<file path="src/rtl/multdiv_32.sv">
// Multicycle signed multiply/divide beside the execute-stage ALU.
// Radix-2 Booth multiply or restoring magnitude divide, one bit per clock, then a FIX cycle.
module multdiv_32 #(
  parameter int WIDTH = 32
) (
  input  logic             clock,
  input  logic             reset_n,
  input  logic [WIDTH-1:0] data_operandA,
  input  logic [WIDTH-1:0] data_operandB,
  input  logic             ctrl_MULT,
  input  logic             ctrl_DIV,
  output logic [WIDTH-1:0] data_result,
  output logic             data_exception,
  output logic             data_resultRDY
);

  typedef enum logic [1:0] {IDLE, MUL, DIV, FIX} state_t;

  localparam logic [5:0] LAST_ITER = 6'(WIDTH - 1);

  state_t           state_q, state_d;
  logic [5:0]       cnt_q, cnt_d;
  // hi/lo hold the Booth product during multiply and remainder/quotient during divide
  logic [WIDTH:0]   hi_q, hi_d;
  logic [WIDTH-1:0] lo_q, lo_d;
  logic             qm1_q, qm1_d;
  logic [WIDTH:0]   opnd_q, opnd_d;
  logic             is_div_q, is_div_d;
  logic             neg_q, neg_d;
  logic             dexc_q, dexc_d;
  logic [WIDTH-1:0] result_q, result_d;
  logic             exc_q, exc_d;
  logic             rdy_q, rdy_d;

  logic             mul_start, div_start;
  logic [WIDTH-1:0] mag_a, mag_b;
  logic [WIDTH:0]   booth_sum, div_shifted, div_trial;

  assign mul_start = ctrl_MULT & ~ctrl_DIV;
  assign div_start = ctrl_DIV & ~ctrl_MULT;
  assign mag_a     = data_operandA[WIDTH-1] ? -data_operandA : data_operandA;
  assign mag_b     = data_operandB[WIDTH-1] ? -data_operandB : data_operandB;

  always_comb begin
    booth_sum = hi_q;
    case ({lo_q[0], qm1_q})
      2'b01:   booth_sum = hi_q + opnd_q;
      2'b10:   booth_sum = hi_q - opnd_q;
      default: booth_sum = hi_q;
    endcase
  end

  assign div_shifted = {hi_q[WIDTH-1:0], lo_q[WIDTH-1]};
  assign div_trial   = div_shifted - opnd_q;

  always_comb begin
    state_d  = state_q;
    cnt_d    = cnt_q;
    hi_d     = hi_q;
    lo_d     = lo_q;
    qm1_d    = qm1_q;
    opnd_d   = opnd_q;
    is_div_d = is_div_q;
    neg_d    = neg_q;
    dexc_d   = dexc_q;
    result_d = result_q;
    exc_d    = exc_q;
    rdy_d    = 1'b0;

    case (state_q)
      MUL: begin
        hi_d  = {booth_sum[WIDTH], booth_sum[WIDTH:1]};
        lo_d  = {booth_sum[0], lo_q[WIDTH-1:1]};
        qm1_d = lo_q[0];
        cnt_d = cnt_q + 6'd1;
        if (cnt_q == LAST_ITER) state_d = FIX;
      end
      DIV: begin
        if (!div_trial[WIDTH]) begin
          hi_d = div_trial;
          lo_d = {lo_q[WIDTH-2:0], 1'b1};
        end else begin
          hi_d = div_shifted;
          lo_d = {lo_q[WIDTH-2:0], 1'b0};
        end
        cnt_d = cnt_q + 6'd1;
        if (cnt_q == LAST_ITER) state_d = FIX;
      end
      FIX: begin
        rdy_d   = 1'b1;
        state_d = IDLE;
        if (!is_div_q) begin
          result_d = lo_q;
          exc_d    = (hi_q[WIDTH-1:0] != {WIDTH{lo_q[WIDTH-1]}});
        end else if (dexc_q) begin
          result_d = '0;
          exc_d    = 1'b1;
        end else begin
          result_d = neg_q ? -lo_q : lo_q;
          exc_d    = 1'b0;
        end
      end
      default: ;
    endcase

    // A lone start pulse wins over any in-flight work; FIX still reports its result.
    if (mul_start) begin
      state_d  = MUL;
      cnt_d    = '0;
      hi_d     = '0;
      lo_d     = data_operandB;
      qm1_d    = 1'b0;
      opnd_d   = {data_operandA[WIDTH-1], data_operandA};
      is_div_d = 1'b0;
      neg_d    = 1'b0;
      dexc_d   = 1'b0;
    end else if (div_start) begin
      state_d  = DIV;
      cnt_d    = '0;
      hi_d     = '0;
      lo_d     = mag_a;
      qm1_d    = 1'b0;
      opnd_d   = {1'b0, mag_b};
      is_div_d = 1'b1;
      neg_d    = data_operandA[WIDTH-1] ^ data_operandB[WIDTH-1];
      dexc_d   = (data_operandB == '0) ||
                 ((data_operandA == {1'b1, {(WIDTH-1){1'b0}}}) && (data_operandB == '1));
    end
  end

  always_ff @(posedge clock or negedge reset_n) begin
    if (!reset_n) begin
      state_q  <= IDLE;
      cnt_q    <= '0;
      hi_q     <= '0;
      lo_q     <= '0;
      qm1_q    <= 1'b0;
      opnd_q   <= '0;
      is_div_q <= 1'b0;
      neg_q    <= 1'b0;
      dexc_q   <= 1'b0;
      result_q <= '0;
      exc_q    <= 1'b0;
      rdy_q    <= 1'b0;
    end else begin
      state_q  <= state_d;
      cnt_q    <= cnt_d;
      hi_q     <= hi_d;
      lo_q     <= lo_d;
      qm1_q    <= qm1_d;
      opnd_q   <= opnd_d;
      is_div_q <= is_div_d;
      neg_q    <= neg_d;
      dexc_q   <= dexc_d;
      result_q <= result_d;
      exc_q    <= exc_d;
      rdy_q    <= rdy_d;
    end
  end

  assign data_result    = result_q;
  assign data_exception = exc_q;
  assign data_resultRDY = rdy_q;

endmodule
</file>
<file path="config.mk">
export PLATFORM = sky130hd
export DESIGN_NAME = multdiv_32
export DESIGN_NICKNAME = d
export VERILOG_FILES = /design/src/rtl/multdiv_32.sv
export SDC_FILE = /design/constraint.sdc
export NUM_CORES = 1
export LEC_CHECK = 0
export CAP_MARGIN = 20
export CORE_ASPECT_RATIO = 1.75
export CORE_UTILIZATION = 55
export CTS_CLUSTER_DIAMETER = 150
export CTS_CLUSTER_SIZE = 16
export DETAILED_ROUTE_END_ITERATION = 16
export PLACE_DENSITY = 0.83
export SLEW_MARGIN = 20
export SYNTH_ARGS = -nofsm -noshare
export SYNTH_HDL_FRONTEND = slang
export SYNTH_SLANG_ARGS = --single-unit
</file>
<file path="constraint.sdc">
create_clock -name clock -period 3.8 [get_ports clock]
set_input_delay 0.57 -clock clock [delete_from_list [all_inputs] [get_ports clock]]
set_output_delay 0.57 -clock clock [all_outputs]
set_load 0.005 [all_outputs]
</file>
==> reports/summary.md <==
Leakage power figure: 7.497 nW. The setup violation total in the final timing report was 9. In this run the remaining antenna-violating nets after routing total 0. The maximum number of pins on one net before global-route repair is 110. The flow ran to the end, but the final reports show violations.

The async set-or-reset flop fraction in the synthesized netlist was 1.000. Traced cell by cell, the critical path runs through or4_4 -> buf_4 -> nand4b_4 -> nor4_4 -> buf_4 -> buf_4 -> nor2_1 -> xnor2_1 -> ha_2 -> nand4_1 -> a21oi_2 -> nor2_1 -> o21ai_2 -> o21ai_4 -> o311a_4 -> o21ai_2 -> o31ai_2 -> or3_1. During placement, the flow inserted port buffers numbering 101. Clock slew seen by the registers of the worst setup and hold paths: 0.06 ns. TritonCTS built the clock tree. For this run, the number of Yosys warnings is 0. The kind of cell adding the most delay to the critical path is simple AND/OR/NAND/NOR gates.

The max-slew violation count was 0. Setup repair after global routing could not meet its margin everywhere. Measured along the x axis, the die boundary spans 122.1 um.

The post-route minimum period works out to 4.144 ns. Quantity of hold-fixing buffers added after cts: 0. The H-tree generated during clock tree synthesis spans 4 levels. From synthesis to final layout, the design area changed by 26.26%. Before antenna repair, the detailed router went through 6 iterations. The tools report the headroom to the max-slew limit as 0.3693.

The fraction of the yosys area taken by sequential cells is 0.2596. The number of placed instances, taps included is 2,291, and the number of synthesized register bits is 144. The proportion of layout cells with a drive suffix above 1 is 0.1657, and the overall fraction of global-route tracks in use is 0.3743. The worst setup path is captured at a flip-flop. The tools report the required time at the worst-slack endpoint as 4.12 ns. In this run the cell area measured after placement is 0.01637 mm2. Counting along the longest clock path gives a buffer depth of 2. The root buffer cell is sky130_fd_sc_hd__clkbuf_16.

For this run, design rule violations remaining after detail routing come to 0. The finished layout holds 2,346 standard cells, fillers aside. The tool flagged a number of max-cap violations equal to 0. Dividing total power by cell area gives a power density of 837.2 mW/mm2.

The die is 212.2 um tall. The tools report the peak supply drop as 0.0006416 V. The floorplan has 76 rows.

Along the worst path, the maximum fanout reaches 6. The overall power after layout came out at 14.68 mW. Mean instance size in the synthesized netlist: 7.730 um2. The cell repeated most along the worst path is sky130_fd_sc_hd__buf_4. STA puts the critical path data arrival time at 4.46 ns. The tools report the total negative slack as -1.433 ns. When the netlist entered floorplanning its net count stood at 1,942. The final worst slack was -0.3436 ns.

The total standard cell area after synthesis is 0.01388 mm2, and the detail-routed net length per standard cell is 20.12 um. For this run, the post-layout net count is 2,167. Leaving out fill and tap cells, the most frequent cell in the layout is sky130_fd_sc_hd__buf_4. Clock tree synthesis inserted a total of 17 buffers.

The post-DP HPWL came out at 35,490 um. The checks that failed: setup timing. The via count of the first global-routing pass is 14,810, and the number of synthesized flops with an enable pin is 0. For this design, the sink count on the clock tree is 144.

The total overflow left after global routing is 0. The finished cells cover 0.01753 mm2. The routed layout has 14,870 vias. After detailed routing, the number of vias per cell comes to 6.340. The run gives 0.7090 as the share of the core filled with cells. The type of the tightest min-delay check is input pin to async pin. At the later pin of the worst-skew pair, clock insertion delay measures 0.45 ns. The number of antenna diodes in the final layout is 0. The effective utilization at floorplan came out at 0.5615.

On the worst path, the slowest cell contributes a delay of 0.56 ns. The post-route fraction of the period consumed by the critical path is 1.090, and the number of fillers in the final layout is 1,951. For the final database, setup skew stands at 0.01075 ns. The initial antenna violation count was 0.

In this run, distinct cell masters in the synthesized netlist total 88. Critical path start-end classification: flip-flop to flip-flop. In the synthesized netlist the dominant register cell turns out to be sky130_fd_sc_hd__dfrtp_1.

The wire length of the first global-routing pass is 75,120 um. The slowest stage of the critical path is the sky130_fd_sc_hd__or4_4 cell. The routability-driven placement congestion ratio was 0.9619; the final count of hold timing violations was 0. Synthesis produced 1,796 cells. The overall die area is 0.02591 mm2, and the area of the placeable core is 0.02472 mm2.

The final layout contains routed wiring with a total length of 47,210 um. The tools report the count of routing violations after the opening detailed-route iteration as 1,112. Pin placement for this block handled 102 I/O pins. The top cell types in the final layout, fill and taps aside, are sky130_fd_sc_hd__buf_4, sky130_fd_sc_hd__nand2_1, sky130_fd_sc_hd__dfrtp_1, sky130_fd_sc_hd__a21oi_1, sky130_fd_sc_hd__o21ai_0.

STA classifies the critical path startpoint as a flip-flop. The count of buffer and inverter cells on the critical path was 3; the peak clock frequency supported by timing was 0.2413 GHz. At the pin with the least slew margin, the transition time is 0.9460 ns.
repair_timing:
| item | CTS | global route |
|---|---|---|
| setup endpoints to repair | 16 | 30 |
| resized for setup | 29 | 57 |
| pin swaps | 28 | 32 |
| cloned | 0 | 0 |
| setup buffers | 11 | 13 |
path summary, 6_finish.rpt:
kind | start | to | depth (start not counted) | slack (ns)
min in group clock | data_result[26]$_DFFE_PN0P_ | data_result[26]$_DFFE_PN0P_ | 2 | 0.53
worst min-delay path | reset_n | lo_q[6]$_DFFE_PN0P_ | 1 | 0.26
worst min register to register | data_result[26]$_DFFE_PN0P_ | data_result[26]$_DFFE_PN0P_ | 2 | 0.53
worst max-delay path | opnd_q[10]$_DFFE_PN0P_ | hi_q[31]$_DFFE_PN0P_ | 18 | -0.34
worst max register to register | opnd_q[10]$_DFFE_PN0P_ | hi_q[31]$_DFFE_PN0P_ | 18 | -0.34
max in group asynchronous | reset_n | cnt_q[4]$_DFFE_PN0P_ | 2 | 2.66
report_power, final:
group          internal, mW  switching (mW)  total, mW
Sequential             2.05           0.610       2.66
Clock                  1.07           0.707       1.77
Combinational          4.69            5.55       10.2
cells in the mapped netlist, types with 16 or more instances:
master | instances | area share
sky130_fd_sc_hd__o21ai_0 | 133 | 0.048
sky130_fd_sc_hd__clkbuf_1 | 89 | 0.024
sky130_fd_sc_hd__nand2_1 | 180 | 0.049
sky130_fd_sc_hd__nor3_1 | 45 | 0.016
sky130_fd_sc_hd__dfrtp_1 | 144 | 0.26
sky130_fd_sc_hd__o31ai_1 | 33 | 0.018
sky130_fd_sc_hd__nor2b_1 | 36 | 0.016
sky130_fd_sc_hd__nor2_1 | 108 | 0.029
sky130_fd_sc_hd__or3_1 | 18 | 0.0081
sky130_fd_sc_hd__ha_1 | 76 | 0.068
sky130_fd_sc_hd__o211ai_1 | 24 | 0.013
sky130_fd_sc_hd__a21oi_1 | 146 | 0.053
sky130_fd_sc_hd__o21ai_1 | 43 | 0.016
sky130_fd_sc_hd__xor2_1 | 102 | 0.064
sky130_fd_sc_hd__a211oi_1 | 79 | 0.043
sky130_fd_sc_hd__nor4_1 | 16 | 0.0072
sky130_fd_sc_hd__nand4_1 | 22 | 0.0099
sky130_fd_sc_hd__mux2i_1 | 21 | 0.015
sky130_fd_sc_hd__inv_1 | 98 | 0.026
sky130_fd_sc_hd__nand3_1 | 25 | 0.0090
sky130_fd_sc_hd__a21o_1 | 27 | 0.015
sky130_fd_sc_hd__o22ai_1 | 38 | 0.017
sky130_fd_sc_hd__xnor2_1 | 77 | 0.049
sky130_fd_sc_hd__a31oi_1 | 20 | 0.0090
cell families after synthesis:
logic type	synth area share
and+or+nand+nor	0.1919
DFF	0.2596
AOI/OAI and AO/OA	0.2910
adders and majority gates	0.07138
muxes	0.01676
buffers and inverters	0.05651
xor gates and xnor gates	0.1129
metrics by stage:
step	hold slack, ns	worst slack, ns
4_1_cts	0.3123	-0.2004
5_1_grt	0.3134	-0.4674
3_3_place_gp	0.4916	-0.2668
3_5_place_dp	0.5136	-0.4161
6_report	0.2550	-0.3436
2_1_floorplan	0.2744	-0.06949
registers in the layout, summed over array words and instances, names as in the netlist:
signal          flops
hi_q               33
opnd_q             33
data_result        32
lo_q               32
cnt_q               6
state_q             2
data_exception      1
data_resultRDY      1
dexc_q              1
is_div_q            1
neg_q               1
qm1_q               1
layout make-up:
| cell class | instances | area, um2 | share of cell area |
|---|---|---|---|
| flip-flops and latches | 144 | 3603 | 0.2056 |
| multi-input cells | 1448 | 9894 | 0.5645 |
| well taps | 312 | 390.4 | 0.02227 |
| repair buffers | 311 | 2656 | 0.1515 |
| inverters | 99 | 371.6 | 0.02120 |
| clock buffers | 19 | 452.9 | 0.02584 |
| clock inverters | 13 | 160.2 | 0.009136 |
routing by layer:
metal / share of wire / track usage / wire length [um]
met4: 0.071 / 0.2515 / 3346
met2: 0.51 / 0.6563 / 23990
met3: 0.057 / 0.06009 / 2714
met5: 0 / 0 / 0
met1: 0.36 / 0.4086 / 17160
Power figures use the tool's default switching activity.
